`src/rtl/banco_ativos.sv`:
```
// Active-node bank: holds node/criterion slots, strobes the min classifier after each
// change, then resolves which node address owns the returned minimum criterion.
module banco_ativos #(
  parameter int NUM_NA         = 8,
  parameter int ADR_WIDTH      = 8,
  parameter int CRITERIO_WIDTH = 5
) (
  input  logic                               clk,
  input  logic                               rst,
  input  logic                               ins_valid_in,
  input  logic [ADR_WIDTH-1:0]               ins_adr_in,
  input  logic [CRITERIO_WIDTH-1:0]          ins_criterio_in,
  input  logic                               rem_valid_in,
  input  logic [ADR_WIDTH-1:0]               rem_adr_in,
  output logic                               req_ready_out,
  output logic                               aa_atualizar_out,
  output logic [NUM_NA-1:0]                  na_ativo_out,
  output logic [NUM_NA*CRITERIO_WIDTH-1:0]   na_criterio_out,
  input  logic                               ca_pronto_in,
  input  logic [CRITERIO_WIDTH-1:0]          ca_criterio_geral_in,
  output logic                               min_valid_out,
  output logic [ADR_WIDTH-1:0]               min_adr_out,
  output logic                               full_out,
  output logic                               empty_out,
  output logic                               overflow_out
);

  localparam int SLOT_W = (NUM_NA > 1) ? $clog2(NUM_NA) : 1;
  localparam logic [SLOT_W-1:0] LAST_SLOT = SLOT_W'(NUM_NA - 1);
  localparam logic [CRITERIO_WIDTH-1:0] CRIT_VAZIO = '1;

  typedef enum logic [2:0] {
    IDLE,
    BUSCA,
    GRAVA,
    ATUALIZA,
    ESPERA,
    LOCALIZA
  } estado_t;

  estado_t                   state_reg, state_next;
  logic [SLOT_W-1:0]         slot_reg, slot_next;
  logic                      op_ins_reg, op_ins_next;
  logic [ADR_WIDTH-1:0]      op_adr_reg, op_adr_next;
  logic [CRITERIO_WIDTH-1:0] op_crit_reg, op_crit_next;
  logic                      match_found_reg, match_found_next;
  logic [SLOT_W-1:0]         match_idx_reg, match_idx_next;
  logic                      free_found_reg, free_found_next;
  logic [SLOT_W-1:0]         free_idx_reg, free_idx_next;
  logic [CRITERIO_WIDTH-1:0] alvo_reg, alvo_next;
  logic                      min_valid_reg, min_valid_next;
  logic [ADR_WIDTH-1:0]      min_adr_reg, min_adr_next;
  logic                      overflow_reg, overflow_next;

  logic                      ativo_reg    [NUM_NA];
  logic [CRITERIO_WIDTH-1:0] criterio_reg [NUM_NA];
  logic [ADR_WIDTH-1:0]      adr_reg      [NUM_NA];

  // Single slot write port, driven only from GRAVA.
  logic                      wr_en;
  logic [SLOT_W-1:0]         wr_idx;
  logic                      wr_ativo;
  logic [CRITERIO_WIDTH-1:0] wr_crit;
  logic                      wr_adr_en;
  logic [ADR_WIDTH-1:0]      wr_adr;

  always_comb begin
    state_next       = state_reg;
    slot_next        = slot_reg;
    op_ins_next      = op_ins_reg;
    op_adr_next      = op_adr_reg;
    op_crit_next     = op_crit_reg;
    match_found_next = match_found_reg;
    match_idx_next   = match_idx_reg;
    free_found_next  = free_found_reg;
    free_idx_next    = free_idx_reg;
    alvo_next        = alvo_reg;
    min_valid_next   = min_valid_reg;
    min_adr_next     = min_adr_reg;
    overflow_next    = overflow_reg;
    wr_en            = 1'b0;
    wr_idx           = '0;
    wr_ativo         = 1'b0;
    wr_crit          = CRIT_VAZIO;
    wr_adr_en        = 1'b0;
    wr_adr           = '0;

    case (state_reg)
      IDLE: begin
        if (ins_valid_in || rem_valid_in) begin
          // Insert has priority; a simultaneous remove is simply not accepted.
          op_ins_next      = ins_valid_in;
          op_adr_next      = ins_valid_in ? ins_adr_in : rem_adr_in;
          op_crit_next     = ins_valid_in ? ins_criterio_in : CRIT_VAZIO;
          min_valid_next   = 1'b0;
          slot_next        = '0;
          match_found_next = 1'b0;
          free_found_next  = 1'b0;
          state_next       = BUSCA;
        end
      end

      BUSCA: begin
        if (ativo_reg[slot_reg] && (adr_reg[slot_reg] == op_adr_reg) && !match_found_reg) begin
          match_found_next = 1'b1;
          match_idx_next   = slot_reg;
        end
        if (!ativo_reg[slot_reg] && !free_found_reg) begin
          free_found_next = 1'b1;
          free_idx_next   = slot_reg;
        end
        if (slot_reg == LAST_SLOT) begin
          slot_next  = '0;
          state_next = GRAVA;
        end else begin
          slot_next = slot_reg + SLOT_W'(1);
        end
      end

      GRAVA: begin
        state_next = IDLE;
        if (op_ins_reg) begin
          if (match_found_reg) begin
            wr_en      = 1'b1;
            wr_idx     = match_idx_reg;
            wr_ativo   = 1'b1;
            wr_crit    = op_crit_reg;
            state_next = ATUALIZA;
          end else if (free_found_reg) begin
            wr_en      = 1'b1;
            wr_idx     = free_idx_reg;
            wr_ativo   = 1'b1;
            wr_crit    = op_crit_reg;
            wr_adr_en  = 1'b1;
            wr_adr     = op_adr_reg;
            state_next = ATUALIZA;
          end else begin
            overflow_next = 1'b1;
          end
        end else if (match_found_reg) begin
          wr_en      = 1'b1;
          wr_idx     = match_idx_reg;
          wr_ativo   = 1'b0;
          wr_crit    = CRIT_VAZIO;
          state_next = ATUALIZA;
        end
      end

      ATUALIZA: begin
        state_next = ESPERA;
      end

      ESPERA: begin
        if (ca_pronto_in) begin
          alvo_next  = ca_criterio_geral_in;
          slot_next  = '0;
          state_next = LOCALIZA;
        end
      end

      LOCALIZA: begin
        // Scanning upward from slot 0 gives lowest-index priority on equal criteria.
        if (ativo_reg[slot_reg] && (criterio_reg[slot_reg] == alvo_reg)) begin
          min_adr_next   = adr_reg[slot_reg];
          min_valid_next = 1'b1;
          slot_next      = '0;
          state_next     = IDLE;
        end else if (slot_reg == LAST_SLOT) begin
          min_valid_next = 1'b0;
          slot_next      = '0;
          state_next     = IDLE;
        end else begin
          slot_next = slot_reg + SLOT_W'(1);
        end
      end

      default: begin
        state_next = IDLE;
      end
    endcase
  end

  always_ff @(posedge clk) begin
    if (rst) begin
      state_reg       <= IDLE;
      slot_reg        <= '0;
      op_ins_reg      <= 1'b0;
      op_adr_reg      <= '0;
      op_crit_reg     <= CRIT_VAZIO;
      match_found_reg <= 1'b0;
      match_idx_reg   <= '0;
      free_found_reg  <= 1'b0;
      free_idx_reg    <= '0;
      alvo_reg        <= CRIT_VAZIO;
      min_valid_reg   <= 1'b0;
      min_adr_reg     <= '0;
      overflow_reg    <= 1'b0;
    end else begin
      state_reg       <= state_next;
      slot_reg        <= slot_next;
      op_ins_reg      <= op_ins_next;
      op_adr_reg      <= op_adr_next;
      op_crit_reg     <= op_crit_next;
      match_found_reg <= match_found_next;
      match_idx_reg   <= match_idx_next;
      free_found_reg  <= free_found_next;
      free_idx_reg    <= free_idx_next;
      alvo_reg        <= alvo_next;
      min_valid_reg   <= min_valid_next;
      min_adr_reg     <= min_adr_next;
      overflow_reg    <= overflow_next;
    end
  end

  // Slot storage stays in flops: every slot is visible in parallel to the classifier.
  for (genvar gi = 0; gi < NUM_NA; gi++) begin : g_slot
    always_ff @(posedge clk) begin
      if (rst) begin
        ativo_reg[gi]    <= 1'b0;
        criterio_reg[gi] <= CRIT_VAZIO;
        adr_reg[gi]      <= '0;
      end else if (wr_en && (wr_idx == SLOT_W'(gi))) begin
        ativo_reg[gi]    <= wr_ativo;
        criterio_reg[gi] <= wr_crit;
        if (wr_adr_en) begin
          adr_reg[gi] <= wr_adr;
        end
      end
    end

    assign na_ativo_out[gi] = ativo_reg[gi];
    assign na_criterio_out[CRITERIO_WIDTH*gi +: CRITERIO_WIDTH] = criterio_reg[gi];
  end

  assign req_ready_out    = (state_reg == IDLE);
  assign aa_atualizar_out = (state_reg == ATUALIZA);
  assign min_valid_out    = min_valid_reg;
  assign min_adr_out      = min_adr_reg;
  assign overflow_out     = overflow_reg;
  assign full_out         = &na_ativo_out;
  assign empty_out        = ~|na_ativo_out;

endmodule

```
`config.mk`:
```
export PLATFORM = sky130hd
export DESIGN_NAME = banco_ativos
export DESIGN_NICKNAME = d
export VERILOG_FILES = /design/src/rtl/banco_ativos.sv
export SDC_FILE = /design/constraint.sdc
export NUM_CORES = 1
export LEC_CHECK = 0
export CAP_MARGIN = 20
export CORE_ASPECT_RATIO = 1.2
export CORE_UTILIZATION = 35
export DETAILED_ROUTE_END_ITERATION = 8
export PLACE_DENSITY = 0.58
export SLEW_MARGIN = 10
export SYNTH_ARGS = -nofsm -noshare
export SYNTH_HDL_FRONTEND = slang
export SYNTH_SLANG_ARGS = --single-unit
```
`constraint.sdc`:
```
create_clock -name clk -period 2.67 [get_ports clk]
set_input_delay 0.6675 -clock clk [delete_from_list [all_inputs] [get_ports clk]]
set_output_delay 0.6675 -clock clk [all_outputs]
set_load 0.02 [all_outputs]
```
Word-level counts from Yosys, hierarchy flattened
Memory sizes are Yosys's and may differ from the RTL's. A register that Yosys moved wholly into a read port is not among the register bits. Index checks and enable logic that the tools add are counted.

Add/sub/neg operators: 1. $mul: 0. Divide/modulo/power cells: 0. Magnitude comparators: 0. Eq/ne operators: 21. Shift operators: 0. Multiplexer cells: 129. Bitwise logic cells: 26. Reductions and logical operators: 35.

Operators by type and width (number): 8-bit 2-to-1 mux (13); 1-bit 2-to-1 mux (74); 5-bit 2-to-1 mux (13); 3-bit 2-to-1 mux (21); 1-bit OR (24); 3-bit equality test, second input constant (7); 3-bit case mux with 6 select lines (1); 3-bit by 2-bit equality test with 1-bit output, second input constant (4); 1-bit logical AND (12); 3-bit case mux with 4 select lines (1); 3-bit AND reduction (4); 2-bit AND reduction (5); 8-bit equality test (1); 2-bit != test, second input constant (4); 4-bit AND reduction (2); 8-bit AND reduction (1); 8-bit OR reduction (1); 3-bit by 1-bit equality test with 1-bit output, second input constant (2); 3-bit zero test (2); 2-bit 2-to-1 mux (3); 1-bit case mux with 2 select lines (3); 5-bit equality test (1); 1-bit zero test (4); 2-bit nonzero test (2); 6 further kinds (7).

Flip-flop bits (word level): 43. Bits in latches: 0. Memory bits (writable): 112. Bits in read-only memories: 0. Input port bits: 31. Word-level logic and storage cells: 228. Memories kept: 3.

Memories: adr_reg (words 8, width 8, read ports 1, clocked after memory_dff 1, write ports 8, RTL line 57) `logic [ADR_WIDTH-1:0] adr_reg [NUM_NA];`; criterio_reg (words 8, width 5, read ports 9, clocked after memory_dff 1, write ports 8, RTL line 56) `logic [CRITERIO_WIDTH-1:0] criterio_reg [NUM_NA];`; ativo_reg (words 8, width 1, read ports 9, clocked after memory_dff 1, write ports 8, RTL line 55) `logic ativo_reg [NUM_NA];`.

Logic depth before layout (Yosys ltp)
Depth after elaboration: 10. Mapped depth: 10. Depth with buffers taken out: 7.

Least setup slack after synthesis
Ideal clock, no wire load.

Path type: register to register. From: register state_reg[0]. To: memory adr_reg[3][0] (enable). Setup time: 373 ps. Data arrival time: 2459 ps. Slack: -162 ps. Stages on the path, launching flop included: 8. Clock period less this slack: 2832 ps. Cells stage by stage: dfxtp_1 -> buf_2 -> nor3b_2 -> and4b_1 -> buf_2 -> a32oi_1 -> o31ai_1 -> nor2b_1.

RTL lines: start: declaration (RTL line 41) `estado_t state_reg, state_next;`; start signal: assignment (RTL line 199) `state_reg <= state_next;`; end: declaration (RTL line 57).

==> metrics.yaml <==
run_status:
  outcome: "finished clean"
final_layout:
  finish.utilization_pct: 45.8
  mostFrequentLayoutCells: "edfxtp_1, nor2_1, clkdlybuf4s50_1"
  drive_above_1_share_pct: 17.7
  final_common_cell: "edfxtp_1"
  finalInstanceArea_um2: 9300
  diodes: 0
  largest_reg_flops: 64
  fill_cells: 1867
  area_growth_pct: 27.9
  nets: 770
global_route:
  grt_overflow_total: 0
  grt_use_total_pct: 19.4
  antenna_found_initial: 0
  grt_max_degree: 22
  grt_pass1_vias: 5361
  grt_pass1_wl_um: 30600
timing:
  setup_viol: 0
  holdWs_ps: 467
  hold_violations: 0
  rsz0062_at_grt: "no"
  fin_ws_ps: 136
  skew_ps: 12.5
  min_period_over_period_pct: 94.9
  maxSlewViolCount: 0
  max-slew-margin-rel_pct: 71.5
  max_clock_freq_ghz: 0.395
  final.min_clock_period_ps: 2530
  worst_slew_pin_slew_ps: 426
drt:
  met2_length_um: 10900
  wl_met3_um: 795
  wire_per_inst_um: 19.7
  drt_drc_violations_left: 0
  drt_iter0_markers: 310
  firstDrtPassIters: 4
  ant_nets: 0
  viasPerCell: 5.10
  top_layer: "met4"
  dr_total_vias: 5179
  wl_met1_um: 7860
  routed_wl_um: 20000
clock_network:
  post_cts_buffers: 0
  numCtsBuffers: 17
  cts_tree: "done"
  insertion_delay_ps: 430
  clock_path_buffers: 2
  clock_sinks: 158
  cts_root_buf: "clkbuf_16"
  clk_pin_slew_ps: 70
  postCtsHoldBufs: 0
  h-tree-depth: 4
synth:
  async_flop_share_pct: 0
  synth_edf_count: 112
  synth_seq_cells: 158
  syn_area_per_cell_um2: 11.8
  netlist_area_um2: 7270
  synth.area.top_cells: "edfxtp_1, dfxtp_1, mux2i_1"
  synth_top_area_share_pct: 46.2
  ys_warn_count: 0
  ys.flop_type: "edfxtp_1"
  synth_top_area_cell: "edfxtp_1"
  ys_seq_area_share_pct: 58.9
  synth.distinct_cells: 57
  syn_inst: 614
  syn-num-nets: 647
power_and_ir_drop:
  power.leakage_nw: 3.15
  ir_worst_vdd_mv: 0.421
  power_density_nw_per_um2: 594
min_path:
  hold_path.class: "reg -> reg"
die:
  ioPinCount: 93
  dieArea_um2: 21400
  fp.dieH_um: 160
  std_cell_rows: 57
  dieWidth_um: 134
  start_util_pct: 35.8
  core_region_area_um2: 20300
worst_setup_path:
  crit_arrival_ps: 1870
  crit_slowest_cell: "or4_1"
  cp-start-kind: "flip-flop"
  cp_cell_sequence: "or4_1, nor2_1, dlygate4sd2_1"
  path_delay_family: "simple AND/OR/NAND/NOR gates"
  slowest_delay_ps: 540
  crit_path_end_kind: "output port"
  path_buf_inv: 1
  critPathKind: "reg -> out"
  cp_max_fo: 4
  required_ps: 2000
placement:
  place_hpwl_um: 15200
  gp_congestion: 0.893
  place_area_um2: 8710
  dp_slack_ps: 134
  port-buffer-count: 92
job:
  drv_cap: 0
-- power by group --
group | internal, W | leakage [nW] | switching (W) | total, W
clock | 0.00134 | 0.289 | 0.00111 | 0.00244
combinational | 0.000173 | 1.51 | 0.000198 | 0.000371
sequential | 0.00267 | 1.35 | 0.0000483 | 0.00272
total | 0.00418 | 3.15 | 0.00135 | 0.00553
-- cell type report --
cell class	count	area [µm²]	share of cell area (%)
clock buffer	17	425	4.57
clock inverter	15	161	1.74
multi-input combinational	409	2740	29.4
timing repair buffer	142	1320	14.2
inverter	9	33.8	0.363
tap	265	332	3.56
sequential	158	4290	46.1
-- tightest hold or removal path, stage by stage (launching register included) --
cell     delay [ps]
dfxtp_1         320
nand2_1          50
a21oi_1          50
-- metrics by stage --
| stage | total power (W) | instances | TNS [ps] |
|---|---|---|---|
| after global placement | 0.00313 | 983 | 0 |
| after floorplan | 0.00297 | 614 | -276 |
| after CTS | 0.00556 | 1015 | 0 |
| final | 0.00553 | 1015 | 0 |
| after detailed placement | 0.00314 | 983 | 0 |
| after global routing | 0.00569 | 1015 | 0 |
-- worst paths after layout --
kind / start / endpoint / slack [ps] / cells past startpoint
max: ativo_reg[1]$_DFFE_PP_ / empty_out / 140 / 3
min: min_valid_out$_SDFFE_PP0P_ / min_valid_out$_SDFFE_PP0P_ / 470 / 2
min reg2reg: min_valid_out$_SDFFE_PP0P_ / min_valid_out$_SDFFE_PP0P_ / 470 / 2
max reg2reg: flip-flop / match_idx_reg[0]$_SDFFE_PP0P_ / 200 / 9
-- cell families after synthesis --
group                      after synthesis  synth area share [%]
AOI/OAI and AO/OA                       67                  6.73
DFF                                    158                  58.9
adders and majority gates                2                 0.344
buffers and inverters                   47                  3.65
muxes                                   73                  11.8
xor gates and xnor gates                12                  1.55
and+or+nand+nor                        255                  17.0
-- per-layer routing --
layer	vias to the layer above	GRT usage, %
met5	-	0
met1	2557	21.8
met4	0	7.13
li1	2453	-
met2	136	35.9
met3	33	4.00
-- cell usage after synthesis (2+ instances only) --
library cell and instances:
a211oi_1 9, a21oi_1 10, a22oi_1 15, a311oi_1 2
a31o_2 5, a31oi_1 2, and2_1 3, and3_1 10
buf_1 3, buf_2 8, buf_4 10, buf_6 4
clkbuf_1 12, dfxtp_1 46, edfxtp_1 112, ha_1 2
inv_1 9, mux2i_1 62, mux4_2 10, nand2_1 60
nand2b_1 22, nand3_1 3, nand4_1 3, nor2_1 100
nor2b_1 12, nor3_1 5, nor4_2 2, o211a_1 2
o21a_1 3, o21ai_0 5, o22a_1 5, o31ai_1 2
or2_2 21, or3_1 2, or4_1 2, xnor2_1 2
xor2_1 9
-- repair_timing --
action / 4_1_cts / 5_1_grt
resized for setup: 1 / 4
setup endpoints to repair: 1 / 4
pin swaps: 0 / 1
(Power assumes the default switching activity.)
